$ cat src/rtl/crc16_pkg.sv
// Shared CRC-16 (poly 0x1021, MSB-first) constants, checker FSM states and result codes.
// Also used by crc16_parallel; the fold function is the single source of the CRC math.
package crc16_pkg;

  localparam logic [15:0] CRC16_POLY = 16'h1021;

  typedef enum logic [1:0] {
    ST_IDLE   = 2'd0,
    ST_DATA   = 2'd1,
    ST_REPORT = 2'd2
  } state_t;

  localparam logic [1:0] ERR_NONE  = 2'b00;
  localparam logic [1:0] ERR_CRC   = 2'b01;
  localparam logic [1:0] ERR_LEN   = 2'b10;
  localparam logic [1:0] ERR_ABORT = 2'b11;

  // ((crc ^ word) * x^16) mod G, one bit per iteration, MSB first.
  function automatic logic [15:0] crc16_fold(input logic [15:0] crc, input logic [15:0] word);
    logic [15:0] c;
    c = crc ^ word;
    for (int i = 0; i < 16; i++) begin
      c = c[15] ? ((c << 1) ^ CRC16_POLY) : (c << 1);
    end
    return c;
  endfunction

endpackage

$ cat src/rtl/crc16_step.sv
// Combinational one-word CRC-16 fold: crc_out = step(crc_in, data_in).
// Latency: 0 cycles. Backpressure: none (pure logic).
module crc16_step
  import crc16_pkg::*;
(
  input  logic [15:0] crc_in,
  input  logic [15:0] data_in,
  output logic [15:0] crc_out
);

  assign crc_out = crc16_fold(crc_in, data_in);

endmodule

$ cat config.mk
export PLATFORM = sky130hd
export DESIGN_NAME = crc16_step
export DESIGN_NICKNAME = d
export VERILOG_FILES = /design/src/rtl/crc16_pkg.sv /design/src/rtl/crc16_step.sv
export SDC_FILE = /design/constraint.sdc
export NUM_CORES = 1
export LEC_CHECK = 0
export CAP_MARGIN = 15
export CORE_ASPECT_RATIO = 0.75
export CORE_MARGIN = 5
export CORE_UTILIZATION = 31
export DETAILED_ROUTE_END_ITERATION = 8
export GPL_ROUTABILITY_DRIVEN = 0
export GPL_TIMING_DRIVEN = 0
export MAX_ROUTING_LAYER = met4
export PLACE_DENSITY_LB_ADDON = 0.2
export SLEW_MARGIN = 0
export SYNTH_ARGS = -nofsm -noshare
export SYNTH_HDL_FRONTEND = slang
export SYNTH_SLANG_ARGS = --single-unit
export TNS_END_PERCENT = 50
$ cat constraint.sdc
create_clock -name vclk -period 1.6
set_input_delay 0.24 -clock vclk [all_inputs]
set_output_delay 0.24 -clock vclk [all_outputs]
set_load 0.01 [all_outputs]
==> results.cfg <==
[pwr]
p_per_area_mw_per_mm2 = 1060
leakagePower_nw = 0.775
irDropWorstVdd_v = 0.000943
power_mw = 1.61

[synth]
netlist_area_um2 = 571
netlist_top_cells_area = xnor2_1 54%, xnor2_4 9.6%, xnor3_2 8.3%, xnor3_1 7.9%, xor2_1 7.7%
yosysWarnings = 0
synth.top_cell.area_share_pct = 53.7
ys_seq_area_share_pct = 0
syn_inst = 50
synthesis.nets = 82
syn_avg_cell_area_um2 = 11.4
ys_types = 8
synth_top_area_cell = xnor2_1

[finish]
fin_nets = 162
post-route-util_pct = 87.6
nClkBuffers = 0
drive_above_1_share_pct = 86.7
n_antenna_cell = 0
final_cell_mix = 25 x buf_4, 22 x xnor2_2, 22 x buf_2
nFlopsAndLatches = 0
synthToLayoutAreaGrowth_pct = 167
layout_commonest_cell = buf_4
fin_cells = 150
ff_latch_area_um2 = 0

[sta]
finalCriticalPeriod_ns = 1.81
slew_headroom_pct = 80.2
slew_viol_final = 0
fin_ws_ns = -0.209
fin_setup_tns_ns = -1.54
tightest_slew_ns = 0.295
timing.hold.ws_ns = 1.06
rsz0062_at_grt = yes
finalSetupViolCount = 14
post-route-period-util_pct = 113
finalHoldViolations = 0
fmax_ghz = 0.553

[floorplan]
die_w_um = 59.5
start_util_pct = 32.8
pin_count = 48
core_mm2 = 0.00174
fp-row-count = 13
die_h_um = 47.2
dieArea_mm2 = 0.00281

[grt]
grt_first_pass_wirelength_um = 2860
grt_pass1_vias = 629
grt.overflow.total = 0
grt_max_degree = 4
gr-usage-all-layers_pct = 13.9
antenna_found_initial = 0

[detailed_routing]
drt_pass1_iterations = 3
vias = 649
drcViolationCount = 0
wirelength_um = 2240
wl_per_cell_um = 15.0
viasPerCell = 4.33
antenna_left = 0
drtIter0Drc = 6

[setup_path]
arrival_ns = 1.57
setup.worst_path.class = in2out
slowest_delay_ns = 0.39
cp_common_cell = xnor2_4
path_buf_inv = 3
critPathLaunchType = input port
crit_fanout = 3
critPathCaptureType = output port
cp_cell_sequence = buf_8 > xnor2_4 > buf_6 > xnor3_2 > xnor2_4 > xnor2_1 > buf_2
slowest_stage = xnor3_2
cp.required_ns = 1.36
crit_family = XOR/XNOR gates

[run]
cap_violations = 0

[worst_hold_path]
holdCritPathClass = in2out

[placement]
hpwlAfterDp_um = 1250
dp.cells = 120
io_buffer_count = 48

[outcome]
violations = negative setup slack
outcome = complete, but fails checks
[repair_timing]
| item | in CTS | in global routing |
|---|---|---|
| pin swaps | 36 | 30 |
| gates resized for setup | 183 | 41 |
| hold buffers | 0 | 0 |
| setup buffers | 19 | 11 |
| endpoints found under the setup margin | 16 | 16 |
[routing by layer]
metal	track usage (%)	vias to the layer above	part of all wire [%]
li1	-	307	-
met1	16.2	313	38
met2	27.9	27	55
met3	1.10	2	6.3
met4	0	0	1.2
met5	-	-	0
[cells in the mapped netlist]
master	count
xnor2_1	35
xor2_1	5
xnor2_4	2
xnor3_1	2
xnor3_2	2
xor2_2	2
xnor2_2	1
xor3_1	1
[per-stage QoR]
step	instance area [um2]	worst slack [ns]
3_5_place_dp	1140	-1.11
5_1_grt	1520	-0.285
3_3_place_gp	1140	-1.11
2_1_floorplan	637	-0.0753
6_report	1520	-0.209
4_1_cts	1350	-0.300
[cell type report]
class	count	area [um2]
Timing Repair Buffer	78	619
Tap cell	22	27.5
Multi-Input combinational cell	50	877
Fill cell	80	216
[where the power goes]
group	total, mW	switching, mW	leakage [nW]	internal [mW]
registers	0	0	0	0
clock network	0	0	0	0
logic	1.61	0.686	0.775	0.925
[kinds of logic (layout without fill, tap and decap cells)]
kind of cell           after synthesis  in the layout  share of synthesized area [%]
XOR/XNOR                            50             50                            100
buffers and inverters                0             78                              0
[path summary, 6_finish.rpt]
path,from,to,cells past startpoint
setup / recovery,data_in[11],crc_out[8],7
hold / removal,crc_in[7],crc_out[12],6
Note: power is estimated with default switching activity, not from simulation.
